$ cat config.mk
export PLATFORM = sky130hd
export DESIGN_NAME = gemm_operand_loader_flat
export DESIGN_NICKNAME = d
export VERILOG_FILES = /design/src/rtl/gemm_operand_loader_if.sv /design/src/rtl/gemm_operand_loader.sv /design/src/flat_wrapper.sv
export SDC_FILE = /design/constraint.sdc
export NUM_CORES = 1
export LEC_CHECK = 0
export BUFFER_PORTS_ARGS = -buffer_cell sky130_fd_sc_hd__buf_2
export CAP_MARGIN = 5
export CORE_AREA = 10 10 220 222
export DETAILED_ROUTE_END_ITERATION = 6
export DIE_AREA = 0 0 230 232
export PLACE_DENSITY_LB_ADDON = 0.15
export SKIP_CTS_REPAIR_TIMING = 1
export SLEW_MARGIN = 20
export SYNTH_ARGS = -nofsm -noshare
export SYNTH_HDL_FRONTEND = slang
export SYNTH_SLANG_ARGS = --single-unit
$ cat constraint.sdc
create_clock -name clk_i -period 11.9 [get_ports clk_i]
set_clock_uncertainty 0.2 [all_clocks]
set_input_delay 2.38 -clock clk_i [delete_from_list [all_inputs] [get_ports clk_i]]
set_output_delay 2.38 -clock clk_i [all_outputs]
set_load 0.05 [all_outputs]
$ cat src/rtl/gemm_operand_loader_if.sv
// Stream-in / SRAM-write bundle for the GeMM operand loader.
// The loader is the slave on the stream side and drives the SRAM write port.
interface gemm_operand_loader_if #(
    parameter int InDataWidth = 8,
    parameter int InMemWidth  = 128,
    parameter int AddrWidth   = 12
);
    logic [InDataWidth-1:0] s_data_i;
    logic                   s_valid_i;
    logic                   s_ready_o;
    logic [AddrWidth-1:0]   sram_addr_o;
    logic [InMemWidth-1:0]  sram_wdata_o;
    logic                   sram_we_o;

    modport slave (
        input  s_data_i, s_valid_i,
        output s_ready_o, sram_addr_o, sram_wdata_o, sram_we_o
    );

    modport master (
        output s_data_i, s_valid_i,
        input  s_ready_o, sram_addr_o, sram_wdata_o, sram_we_o
    );
endinterface

$ cat src/rtl/gemm_operand_loader.sv
// Packs a byte stream into InMemWidth words and writes them to the operand
// SRAM at consecutive, wrapping addresses.
module gemm_operand_loader #(
    parameter int InDataWidth = 8,
    parameter int InMemWidth  = 128,
    parameter int AddrWidth   = 12,
    parameter int CountWidth  = 12
) (
    input  logic                  clk_i,
    input  logic                  rst_i,
    input  logic                  start_i,
    input  logic [AddrWidth-1:0]  base_addr_i,
    input  logic [CountWidth-1:0] num_words_i,
    gemm_operand_loader_if.slave  bus,
    output logic                  busy_o,
    output logic                  done_o
);
    localparam int ElemsPerWord = InMemWidth / InDataWidth;
    localparam int EW = (ElemsPerWord > 1) ? $clog2(ElemsPerWord) : 1;

    typedef enum logic [1:0] {S_IDLE, S_LOAD, S_FLUSH, S_DONE} state_t;

    state_t                                     r_state, w_next;
    logic [AddrWidth-1:0]                       r_base;
    logic [CountWidth-1:0]                      r_num;
    logic [EW-1:0]                              r_elem_cnt;
    logic [CountWidth-1:0]                      r_word_cnt;
    logic [ElemsPerWord-1:0][InDataWidth-1:0]   r_pack;
    logic [ElemsPerWord-1:0][InDataWidth-1:0]   w_word;
    logic [AddrWidth-1:0]                       r_addr;
    logic [InMemWidth-1:0]                      r_wdata;
    logic                                       r_we;
    logic                                       w_beat;
    logic                                       w_word_end;
    logic                                       w_last_word;

    assign w_beat      = (r_state == S_LOAD) && bus.s_valid_i;
    assign w_word_end  = w_beat && (r_elem_cnt == EW'(ElemsPerWord - 1));
    assign w_last_word = (r_word_cnt == r_num - CountWidth'(1));

    // Current beat merged into its lane so a completing word includes it.
    for (genvar e = 0; e < ElemsPerWord; e++) begin : g_lane
        assign w_word[e] = (w_beat && (r_elem_cnt == EW'(e))) ? bus.s_data_i : r_pack[e];
    end

    always_ff @(posedge clk_i or posedge rst_i) begin
        if (rst_i) r_state <= S_IDLE;
        else       r_state <= w_next;
    end

    always_comb begin
        w_next = r_state;
        case (r_state)
            S_IDLE:  if (start_i) w_next = (num_words_i == '0) ? S_DONE : S_LOAD;
            S_LOAD:  if (w_word_end && w_last_word) w_next = S_FLUSH;
            S_FLUSH: w_next = S_DONE;
            S_DONE:  w_next = S_IDLE;
            default: w_next = S_IDLE;
        endcase
    end

    always_ff @(posedge clk_i or posedge rst_i) begin
        if (rst_i) begin
            r_base     <= '0;
            r_num      <= '0;
            r_elem_cnt <= '0;
            r_word_cnt <= '0;
            r_pack     <= '0;
            r_addr     <= '0;
            r_wdata    <= '0;
            r_we       <= 1'b0;
        end else begin
            r_we <= 1'b0;
            if (r_state == S_IDLE && start_i) begin
                r_base     <= base_addr_i;
                r_num      <= num_words_i;
                r_elem_cnt <= '0;
                r_word_cnt <= '0;
                r_pack     <= '0;
            end
            if (w_beat) begin
                r_pack     <= w_word;
                r_elem_cnt <= w_word_end ? '0 : r_elem_cnt + EW'(1);
            end
            if (w_word_end) begin
                r_we       <= 1'b1;
                r_wdata    <= w_word;
                r_addr     <= r_base + AddrWidth'(r_word_cnt);
                r_word_cnt <= r_word_cnt + CountWidth'(1);
            end
        end
    end

    assign bus.s_ready_o    = (r_state == S_LOAD);
    assign bus.sram_addr_o  = r_addr;
    assign bus.sram_wdata_o = r_wdata;
    assign bus.sram_we_o    = r_we;
    assign busy_o           = (r_state != S_IDLE);
    assign done_o           = (r_state == S_DONE);
endmodule
$ cat src/flat_wrapper.sv
// flat-port wrapper written by rule: the top's interface ports become plain ports
module gemm_operand_loader_flat 
#(
    parameter int InDataWidth = 8,
    parameter int InMemWidth  = 128,
    parameter int AddrWidth   = 12,
    parameter int CountWidth  = 12
)
  (clk_i, rst_i, start_i, base_addr_i, num_words_i, busy_o, done_o, bus_s_data_i, bus_s_valid_i, bus_s_ready_o, bus_sram_addr_o, bus_sram_wdata_o, bus_sram_we_o);
  gemm_operand_loader_if #(.InDataWidth(InDataWidth), .InMemWidth(InMemWidth), .AddrWidth(AddrWidth)) bus_i ();
  input  logic clk_i;
  input  logic rst_i;
  input  logic start_i;
  input  logic [AddrWidth-1:0] base_addr_i;
  input  logic [CountWidth-1:0] num_words_i;
  output logic busy_o;
  output logic done_o;
  input wire logic [$bits(bus_i.s_data_i)-1:0] bus_s_data_i;
  input wire logic [$bits(bus_i.s_valid_i)-1:0] bus_s_valid_i;
  output wire logic [$bits(bus_i.s_ready_o)-1:0] bus_s_ready_o;
  output wire logic [$bits(bus_i.sram_addr_o)-1:0] bus_sram_addr_o;
  output wire logic [$bits(bus_i.sram_wdata_o)-1:0] bus_sram_wdata_o;
  output wire logic [$bits(bus_i.sram_we_o)-1:0] bus_sram_we_o;
  assign bus_i.s_data_i = bus_s_data_i;
  assign bus_i.s_valid_i = bus_s_valid_i;
  assign bus_s_ready_o = bus_i.s_ready_o;
  assign bus_sram_addr_o = bus_i.sram_addr_o;
  assign bus_sram_wdata_o = bus_i.sram_wdata_o;
  assign bus_sram_we_o = bus_i.sram_we_o;
  gemm_operand_loader #(.InDataWidth(InDataWidth), .InMemWidth(InMemWidth), .AddrWidth(AddrWidth), .CountWidth(CountWidth)) u_core (.clk_i(clk_i), .rst_i(rst_i), .start_i(start_i), .base_addr_i(base_addr_i), .num_words_i(num_words_i), .bus(bus_i), .busy_o(busy_o), .done_o(done_o));
endmodule
* Word-level counts from Yosys, hierarchy flattened
Index checks and enable logic that the tools add are counted.
** Cells by class
- Equality and inequality tests :: 21
- Bitwise gates (word level) :: 0
- Reduce and logical (&&, ||, !) cells :: 26
- $mul :: 0
- Add/subtract/negate cells :: 4
- Shifts and indexed selects :: 0
- Div/mod/pow operators :: 0
- Muxes and demuxes :: 28
- Magnitude comparators :: 0
** Operators by type and width (number)
- $mux 128 :: 2
- $mux 8 :: 16
- $eq 4x4->1 const B :: 8
- $mux 12 :: 2
- $logic_and 1x1->1 :: 19
- $eq 4x3->1 const B :: 4
- $add 12x1->12 const B :: 1
- $add 12x12->12 :: 1
- $eq 12x12->1 :: 1
- $logic_not 12->1 :: 1
- $mux 4 :: 3
- $sub 12x1->12 const B :: 1
- $eq 4x2->1 const B :: 2
- $pmux 2 s4 :: 1
- $mux 2 :: 3
- $reduce_bool 2->1 :: 3
- $add 4x1->4 const B :: 1
- $eq 2x2->1 const B :: 2
- $eq 4x1->1 const B :: 1
- $logic_not 4->1 :: 1
- $eq 2x1->1 const B :: 1
- $logic_not 2->1 :: 1
- $ne 2x1->1 const B :: 1
- $ne 2x2->1 const B :: 1
- 2 further kinds :: 2
** Word-level totals
- Bits of input ports :: 36
- Bits in writable memories :: 0
- Memories :: 0
- Output and inout bits :: 144
- ROM bits :: 0
- Bits in latches :: 0
- Word-level logic and storage cells :: 103
- Register bits after elaboration :: 311

* Depth between registers and ports, before layout
Gate-level depths: netlist of run 1.
- Depth after elaboration :: 6
- Mapped depth :: 11
- Mapped depth without buffers :: 9

* Worst setup path after synthesis of run 1
No wires, ideal clock.
- Kind :: input-to-reg
- Start :: input bus_s_valid_i
- End :: register u_core.r_wdata[96] (netlist: u_core.bus.sram_wdata_o[96])
- Path slack :: 7.935 ns
- Data arrival time :: 3.632 ns
- Library setup time :: 0.133 ns
- Buffers on the path :: 2
- Cell stages on the path :: 6
- Cell sequence :: and4_1 > and2_1 > clkbuf_1 > clkbuf_1 > mux2i_1 > o21ai_0
** Between the ends
- Longest elaborated chain between the ends :: 3
- Elaborated cells between the ends (all ways) :: 4
- Those cells by class :: mux (1); reduce/logical (3)
** RTL lines
- start, declared :: RTL line flat_wrapper.sv:19 : input wire logic [$bits(bus_i.s_valid_i)-1:0] bus_s_valid_i;
- $logic_and 1x1->1 (*) :: RTL line gemm_operand_loader.sv:37 : assign w_beat = (r_state == S_LOAD) && bus.s_valid_i;
- $logic_and 1x1->1 :: RTL line gemm_operand_loader.sv:43 : assign w_word[e] = (w_beat && (r_elem_cnt == EW'(e))) ? bus.s_data_i : r_pack[e];
- $mux 8 :: RTL line gemm_operand_loader.sv:43
- end signal, assigned :: RTL line gemm_operand_loader.sv:87 : r_wdata <= w_word;
- end, declared :: RTL line gemm_operand_loader.sv:31 : logic [InMemWidth-1:0] r_wdata;
Mark *: on every way between the ends. The rest lies on a longest branch, timed or not.
A chain may end at the register's enable or synchronous reset.

==> run metrics, run 1 <==
r2r worst-path depth 8; most area-hungry cell type in the Yosys netlist dfrtp_1; required time of the critical path 12,220 ps; clock root buffer clkbuf_16; capture endpoint of the worst hold path u_core.bus.sram_wdata_o[92]$_DFFE_PP0P_; maximum clock path buffer count 3; Post-synth EDFFs 0; Synth Area per Inst 9.36 µm²; distinct cell type count after synthesis 54; die boundary width around 230 µm; starting utilization of the core area 29.6%; Crit Reg-Reg Startpoint u_core.r_state[1]$_DFFE_PP0P_; max-capacitance violation count 0; biggest fanout along the worst timing path about 100; net count after synthesis 1,448; final core area utilization 35.7%; power density over the cells between 150 and 200 mW/mm²; maximum number of pins on one net before global-route repair 100; Worst IR Drop VDD between 100 and 150 µV; Post-Route Setup TNS 0 ps; number of port buffers 179; share of synthesized flip-flops with an asynchronous set or reset 100%; GPL Wtd Cong approximately 0.76; critical path arrival 4700 ps; count of antenna diodes in the layout 0; number of vias in the routed layout 9,707; number of failing hold endpoints at the final stage 0; initial antenna violation count 0; leakage power figure 7.93 nW; post-detailed-route count of antenna-violating nets 0; number of nets in the finished design 1,579; area of the core region 0.0439 mm²; sum of routed wire length over all layers 37,100 µm; fraction of post-synthesis cell area in the top cell type by area 58.3%; Filler cells 4,604; critical path startpoint category input port; element type at the critical path end asynchronous set/reset pin; post-synthesis sequential area ratio 58.3%; number of clock sinks seen by CTS 303; layout cells sized above 1 17.8%; sum of overflow across all layers after global routing 0; setup violation total in the final timing report 0; first-pass GRT wire length 59,800 µm; die span in y 232 µm; post-route clock period utilization a little under two fifths; post-synthesis cell count between 1,000 and 1,500; clock tree from TritonCTS built; # IOs 180; Num CTS Buffers 39; num rows between 70 and 80; HP Start u_core.r_pack[92]$_DFFE_PP0P_; number of global-route vias before repair 10,046; Critical R2R Capture u_core.bus.sram_wdata_o[111]$_DFFE_PP0P_; max_slew headroom 31.3%; area added between synthesis and finish 20.6%; final design instance area without fill 0.0157 mm²; critical path start-end classification in -> async; H-tree level count 2; final non-filler cell total approximately 2,100; most frequent cells in the layout nand2_1, dfrtp_1, buf_2; Worst Max-Slew Pin Slew a little over 1000 ps; Skew-Pair Late Insertion Delay roughly 540 ps; post-synth design cell area 0.0130 mm²; most common library cell in the layout ignoring fill and taps nand2_1; crit path time final about 4400 ps; largest cells by area after synthesis dfrtp_1, nand2_1, o21ai_0; total of flip-flops plus latches after synthesis 303; top flip-flop cell by instance count after synthesis dfrtp_1; Synth Warn # 0; Worst Hold Path Cells 2; Iteration-0 DRC Markers between 500 and 600; drt via density between 4 and 5; total iterations of the first detailed-routing run 4; post-place instance area 0.0144 mm²; status finished clean; reg-to-reg slack, setup around 8700 ps; count of placed standard cells including taps 2,071; type of the most critical hold path reg -> reg; clock-pin slew on the worst setup and hold paths 60 ps; pins over their slew limit 0; floorplan die area 0.0534 mm²; count of unresolved DRC violations after routing 0; gr usage total between 10% and 20%; unrepaired setup endpoints after global routing no; average wire per standard cell 17.4 µm; Max Freq between 200 and 250 MHz; HPWL reported at the end of detailed placement 23,600 µm
==> state kept, by name (all words and copies together), names as in the netlist <==
| signal | count |
|---|---|
| u_core.bus.sram_we_o | 1 |
| u_core.bus.sram_wdata_o | 128 |
| u_core.r_base | 12 |
| u_core.bus.sram_addr_o | 12 |
| u_core.r_pack | 120 |
| u_core.r_state | 2 |
| u_core.r_num | 12 |
| u_core.r_word_cnt | 12 |
| u_core.r_elem_cnt | 4 |
==> layer usage <==
metal,vias up,share of wire (%),global-route usage [%]
li1,4800,-,-
met4,0,1.8,3.49
met5,-,0,0
met1,4692,47,18.7
met3,49,4.7,3.48
met2,166,46,22.1
==> power breakdown <==
part / switching, mW / internal [mW]
sequential: 0.0829 / 1.13
clock: 0.443 / 0.774
combinational: 0.268 / 0.170
==> cells in the mapped netlist, drive strengths merged, types with 2 or more instances <==
master / instances
inv: 17
and3: 3
and4: 2
xor2: 10
a22o: 25
and2: 19
a311oi: 4
nor4: 8
nand4: 4
nor2b: 4
ha: 22
nand2: 564
or3: 4
clkbuf: 91
a21boi: 2
or4: 2
a21o: 2
nor3: 7
nor2: 17
dfrtp: 303
o31ai: 5
o21a: 4
a31oi: 3
nand2b: 7
nand3b: 4
a41oi: 2
mux2i: 25
xnor2: 14
mux2: 24
nand3: 15
a21oi: 8
nor3b: 4
buf: 6
a211oi: 2
o21ai: 142
==> through the flow <==
stage | hold slack [ps] | worst slack (ps) | total power [mW]
after detailed placement | 248 | 6770 | 1.68
final | 261 | 7520 | 2.87
after floorplan | 239 | 946 | 1.54
after CTS | 257 | 7360 | 2.92
after global placement | 247 | 6770 | 1.67
after global routing | 281 | 7080 | 3.03
==> worst max-delay path, cell delays in order <==
cell	delay, ps
buf_2	130
inv_8	440
buf_4	740
buf_4	860
==> area by class of cell <==
class                   count  area (µm²)  area share [%]
flip-flops and latches    303        7580            48.4
multi-input cells         972        5010            31.9
clock buffers              54        1140            7.30
repair buffers            187         960            6.12
well taps                 592         741            4.72
clock inverters             9         174            1.11
inverters                  17        73.8           0.471
==> cells by family (layout without fill, tap and decap cells) <==
kind of cell    count (synthesis)  after routing  synth area share, %
simple gates                  666            666                 20.9
flops                         303            303                 58.3
compound gates                210            210                 9.61
buf+inv                       114            267                 3.31
mux                            49             49                 4.00
xor+xnor                       24             24                 1.62
fa+ha+maj                      23             23                 2.27
==> worst max path at each step <==
| stage | start | to | slack (ps) | cells after the start |
|---|---|---|---|---|
| after floorplan | rst_i | u_core.bus.sram_addr_o[0]$_DFFE_PP0P_ | 950 | 1 |
| after global placement | rst_i | u_core.bus.sram_wdata_o[107]$_DFFE_PP0P_ | 6770 | 4 |
| after detailed placement | rst_i | u_core.bus.sram_wdata_o[105]$_DFFE_PP0P_ | 6770 | 4 |
| after CTS | rst_i | u_core.bus.sram_wdata_o[105]$_DFFE_PP0P_ | 7360 | 4 |
| after global routing | rst_i | u_core.r_pack[115]$_DFFE_PP0P_ | 7080 | 4 |
| final | rst_i | u_core.r_pack[105]$_DFFE_PP0P_ | 7520 | 4 |
Power figures use the tool's default switching activity.
==> run 2, diff against run 1 <==
==> constraint.sdc (replaced) <==
create_clock -name clk_i -period 4.2 [get_ports clk_i]
set_clock_uncertainty 0.2 [all_clocks]
set_input_delay 0.84 -clock clk_i [delete_from_list [all_inputs] [get_ports clk_i]]
set_output_delay 0.84 -clock clk_i [all_outputs]
set_load 0.05 [all_outputs]
==> run metrics, run 2 (synthesized netlist as in run 1, its figures left out) <==
status finished clean; Post-Route Setup TNS 0 ps; Iteration-0 DRC Markers 553; clock-pin slew on the worst setup and hold paths around 60 ps; max-capacitance violation count 0; unrepaired setup endpoints after global routing no; die boundary width 230 µm; Skew-Pair Late Insertion Delay between 500 and 600 ps; Num CTS Buffers 37; element type at the critical path end output port; area added between synthesis and finish 20.7%; clock tree from TritonCTS built; setup violation total in the final timing report 0; first-pass GRT wire length 59,300 µm; layout cells sized above 1 18.3%; startpoint of the most critical setup path u_core.r_state[0]$_DFFE_PP0P_; Crit Reg-Reg Startpoint u_core.r_state[1]$_DFFE_PP0P_; starting utilization of the core area approximately 30%; required time of the critical path 3160 ps; most frequent cells in the layout nand2_1, dfrtp_1, buf_2; Largest stage delay, worst path slightly above 400 ps; final core area utilization ~36%; power density over the cells 500 mW/mm²; floorplan die area 0.0534 mm²; type of the most critical hold path in -> async; max_slew headroom 42.5%; leakage power figure around 7.9 nW; number of failing hold endpoints at the final stage 0; count of antenna diodes in the layout 0; maximum clock path buffer count 3; pins over their slew limit 0; ordered cell list for the critical path inv_1 -> ha_1 -> inv_1 -> buf_2; crit path time final between 2000 and 3000 ps; critical path start-end classification reg -> out; number of global-route vias before repair 10,002; post-route clock period utilization 66.7%; critical path arrival 1760 ps; # IOs 180; Filler cells about 4,500; biggest fanout along the worst timing path 5; flip-flop count of the largest register after layout 128; standard cell with the maximum stage delay on the critical path dfrtp_1; number of port buffers 179; average wire per standard cell 17.5 µm; clock root buffer clkbuf_16; number of nets in the finished design 1,585; Max Freq 357 MHz; post-detailed-route count of antenna-violating nets 0; number of vias in the routed layout 9,701; most common library cell in the layout ignoring fill and taps nand2_1; maximum number of pins on one net before global-route repair 98; total iterations of the first detailed-routing run 5; Worst IR Drop VDD 288 µV; num rows 77; sum of overflow across all layers after global routing 0; gr usage total 14.0%; H-tree level count 2; count of unresolved DRC violations after routing 0; initial antenna violation count 0; critical path startpoint category flop; drt via density between 4 and 5; Worst Max-Slew Pin Slew 862 ps; most prevalent standard cell on the critical path inv_1; area of the core region 0.0439 mm²; die span in y 232 µm; HPWL reported at the end of detailed placement 24,200 µm; GPL Wtd Cong 0.749; number of clock sinks seen by CTS approximately 300; sum of routed wire length over all layers between 30,000 and 40,000 µm
run 2: changes by cell type in the layout (fill, tap and decap cells not counted), moves of 2 or more:
cell,before,now
bufinv_16,5,0
clkinv_2,3,6
clkbuf_16,41,37
clkbuf_8,7,14
buf_12,0,5
clkinvlp_4,0,2
buf_4,7,9
run 2: area by class of cell:
cell class	count	area (µm²)	area share, %
clock buffer	58	1140	7.30
tap	592	741	4.72
sequential	303	7580	48.3
multi-input combinational	972	5010	31.9
clock inverter	9	55.1	0.351
inverter	17	70.1	0.447
timing repair buffer	195	1090	6.92
run 2: routing by layer:
layer  vias up  global-route usage (%)  wire (µm)  part of all wire [%]
met5         -                       0          0                     0
met4         0                    4.11        695                   1.9
met3        46                    2.87       1680                   4.5
met2       180                    21.8      16900                    45
met1      4654                    19.2      18200                    49
li1       4821                       -          -                     -
run 2: worst paths after layout:
check | end | slack [ps] | depth (start not counted)
max in group asynchronous | u_core.r_pack[11]$_DFFE_PP0P_ | 2590 | 4
hold / removal | u_core.r_pack[40]$_DFFE_PP0P_ | 260 | 2
setup / recovery | busy_o | 1400 | 4
hold reg to reg | u_core.bus.sram_wdata_o[92]$_DFFE_PP0P_ | 260 | 2
setup reg to reg | u_core.r_pack[114]$_DFFE_PP0P_ | 1450 | 6
min in group clk_i | u_core.bus.sram_wdata_o[92]$_DFFE_PP0P_ | 260 | 2
run 2: worst max-delay path: cells and delay by family (launching register included):
family,cells,cell delay [ps]
adder cells (fa/ha/maj),1,320
flip-flops,1,410
buffers and inverters,3,500
run 2: through the flow:
| stage | total power, mW | std cells | hold WS (ps) | worst slack [ps] | instance area, µm² |
|---|---|---|---|---|---|
| 4_1_cts | 8.00 | 2146 | 260 | 1330 | 15700 |
| 6_report | 7.84 | 2146 | 258 | 1400 | 15700 |
| 3_5_place_dp | 4.78 | 2079 | 250 | 1250 | 14500 |
| 2_1_floorplan | 4.38 | 1389 | 239 | -869 | 13000 |
| 5_1_grt | 8.28 | 2146 | 284 | 1140 | 15700 |
| 3_3_place_gp | 4.76 | 2079 | 250 | 1260 | 14500 |
run 2: report_power, final:
| part | total [mW] | switching [mW] | internal, mW | leakage [nW] |
|---|---|---|---|---|
| combinational | 1.25 | 0.762 | 0.490 | 3.18 |
| clock | 3.14 | 1.27 | 1.87 | 0.598 |
| sequential | 3.45 | 0.238 | 3.21 | 4.16 |
| total | 7.84 | 2.27 | 5.57 | 7.94 |
==> run 3, diff against run 2 <==
==> constraint.sdc (replaced) <==
create_clock -name clk_i -period 2.6 [get_ports clk_i]
set_clock_uncertainty 0.2 [all_clocks]
set_input_delay 0.52 -clock clk_i [delete_from_list [all_inputs] [get_ports clk_i]]
set_output_delay 0.52 -clock clk_i [all_outputs]
set_load 0.05 [all_outputs]
==> run metrics, run 3 (synthesized netlist as in run 1, its figures left out) <==
Num CTS Buffers 37; cell-internal power 9.14 mW; setup violation total in the final timing report 0; proportion of total power due to net switching between 20% and 30%; gr usage total ~14%; required time of the critical path between 2000 and 3000 ps; die boundary width 230 µm; clock root buffer clkbuf_16; most frequent cells in the layout nand2_1, dfrtp_1, buf_2; biggest fanout along the worst timing path 3; element type at the critical path end flop; Skew-Pair Late Insertion Delay 550 ps; Critical R2R Capture u_core.r_state[1]$_DFFE_PP0P_; Max Freq 405 MHz; max-capacitance violation count 0; Worst Hold Path Cells 2; total iterations of the first detailed-routing run 4; leakage power figure 8.16 nW; met2 wire len between 15,000 and 20,000 µm; # IOs 180; pins over their slew limit 0; post-detailed-route count of antenna-violating nets 0; number of vias in the routed layout 9,981; final hold slack 11.1 ps; count of unresolved DRC violations after routing 0; max_slew headroom 37.7%; maximum number of pins on one net before global-route repair 91; sum of routed wire length over all layers 37,700 µm; Post-Route Setup TNS 0 ps; H-tree level count 2; drt via density 4.57; starting utilization of the core area 29.6%; worst path setup slack after routing 133 ps; Filler cells about 4,600; power density over the cells 800 mW/mm²; clock tree from TritonCTS built; final design instance area without fill 0.0161 mm²; die span in y between 200 and 250 µm; number of failing hold endpoints at the final stage 0; met1 layer wirelength in the final routing ~18,000 µm; initial antenna violation count 0; HPWL reported at the end of detailed placement approximately 25,000 µm; number of global-route vias before repair about 10,000; most common library cell in the layout ignoring fill and taps nand2_1; r2r worst-path depth 7; average wire per standard cell about 17 µm; switching power summed over all nets 3.74 mW; sequential power share 43.1%; critical path arrival 2680 ps; HP Start base_addr_i[5]; post-route clock period utilization a little over nine tenths; portion of total power attributed to the clock network just under 40%; post-place instance area 0.0148 mm²; sum of overflow across all layers after global routing 0; first-pass GRT wire length roughly 60,000 µm; status finished clean; critical path startpoint category flop; number of port buffers about 180; num rows 77; type of the most critical hold path in -> reg; crit path time final 2470 ps; critical path start-end classification reg -> reg; Worst Max-Slew Pin Slew 935 ps; Iteration-0 DRC Markers 712; Crit Reg-Reg Startpoint u_core.r_num[0]$_DFFE_PP0P_; flip-flop count of the largest register after layout 128; clock-pin slew on the worst setup and hold paths 50 ps; area of the core region 0.0439 mm²; Worst IR Drop VDD 502 µV; floorplan die area 0.0534 mm²; capture endpoint of the worst hold path u_core.r_base[5]$_DFFE_PP0P_; final core area utilization 36.6%; count of antenna diodes in the layout 0; layout cells sized above 1 20.6%; GPL Wtd Cong 0.761; area added between synthesis and finish 23.8%; Comb power frac 17.2%; Post-Place Worst Slack 28.9 ps; number of clock sinks seen by CTS slightly above 300; highest routed layer met4; maximum clock path buffer count 3; number of nets in the finished design 1,626; reg-to-reg slack, setup approximately 130 ps; Detail Route met3 WL 1690 µm
## run 3: critical path: stages (launching register included)
cell     delay, ps
dfrtp_1        370
buf_4          140
or3_1          380
or3_1          340
o32a_1         350
and2_4         170
nor4_1         290
nor3_1          90
## run 3: layout make-up
type                       instances  area, µm²  area share (%)
sequential                       303       7580            47.1
multi-input combinational        972       5060            31.4
timing repair buffer             236       1460            9.06
clock buffer                      55       1070            6.67
tap                              592        741            4.60
clock inverter                    11        116           0.723
inverter                          17       70.1           0.435
## run 3: metal layers
metal,global-route usage (%),vias up
met5,0,-
met4,4.46,0
met3,2.96,47
met2,22.1,185
met1,19.1,4846
li1,-,4903
## run 3: power groups by stage
stage,Combinational [mW],Sequential (mW),Clock (mW)
after floorplan,1.56,5.51,0
after global placement,2.18,5.62,0
after detailed placement,2.20,5.63,0
after CTS,2.21,5.54,5.26
after global routing,2.49,5.61,5.45
final,2.21,5.55,5.12
## run 3: worst max-delay path by stage
stage	start	endpoint	slack, ps	cells past startpoint
floorplan	rst_i	u_core.bus.sram_addr_o[0]$_DFFE_PP0P_	-2150	1
global placement	u_core.r_num[0]$_DFFE_PP0P_	u_core.r_state[0]$_DFFE_PP0P_	80	8
detailed placement	u_core.r_num[1]$_DFFE_PP0P_	u_core.r_state[0]$_DFFE_PP0P_	30	8
CTS	u_core.r_num[1]$_DFFE_PP0P_	u_core.r_state[0]$_DFFE_PP0P_	20	8
global route	u_core.r_word_cnt[0]$_DFFE_PP0P_	u_core.bus.sram_addr_o[8]$_DFFE_PP0P_	-60	9
finish	u_core.r_num[0]$_DFFE_PP0P_	u_core.r_state[1]$_DFFE_PP0P_	130	7
## run 3: metrics by stage
step / power, mW / instances
2_1_floorplan: 7.08 / 1389
3_3_place_gp: 7.79 / 2116
3_5_place_dp: 7.82 / 2116
4_1_cts: 13.0 / 2182
5_1_grt: 13.6 / 2186
6_report: 12.9 / 2186
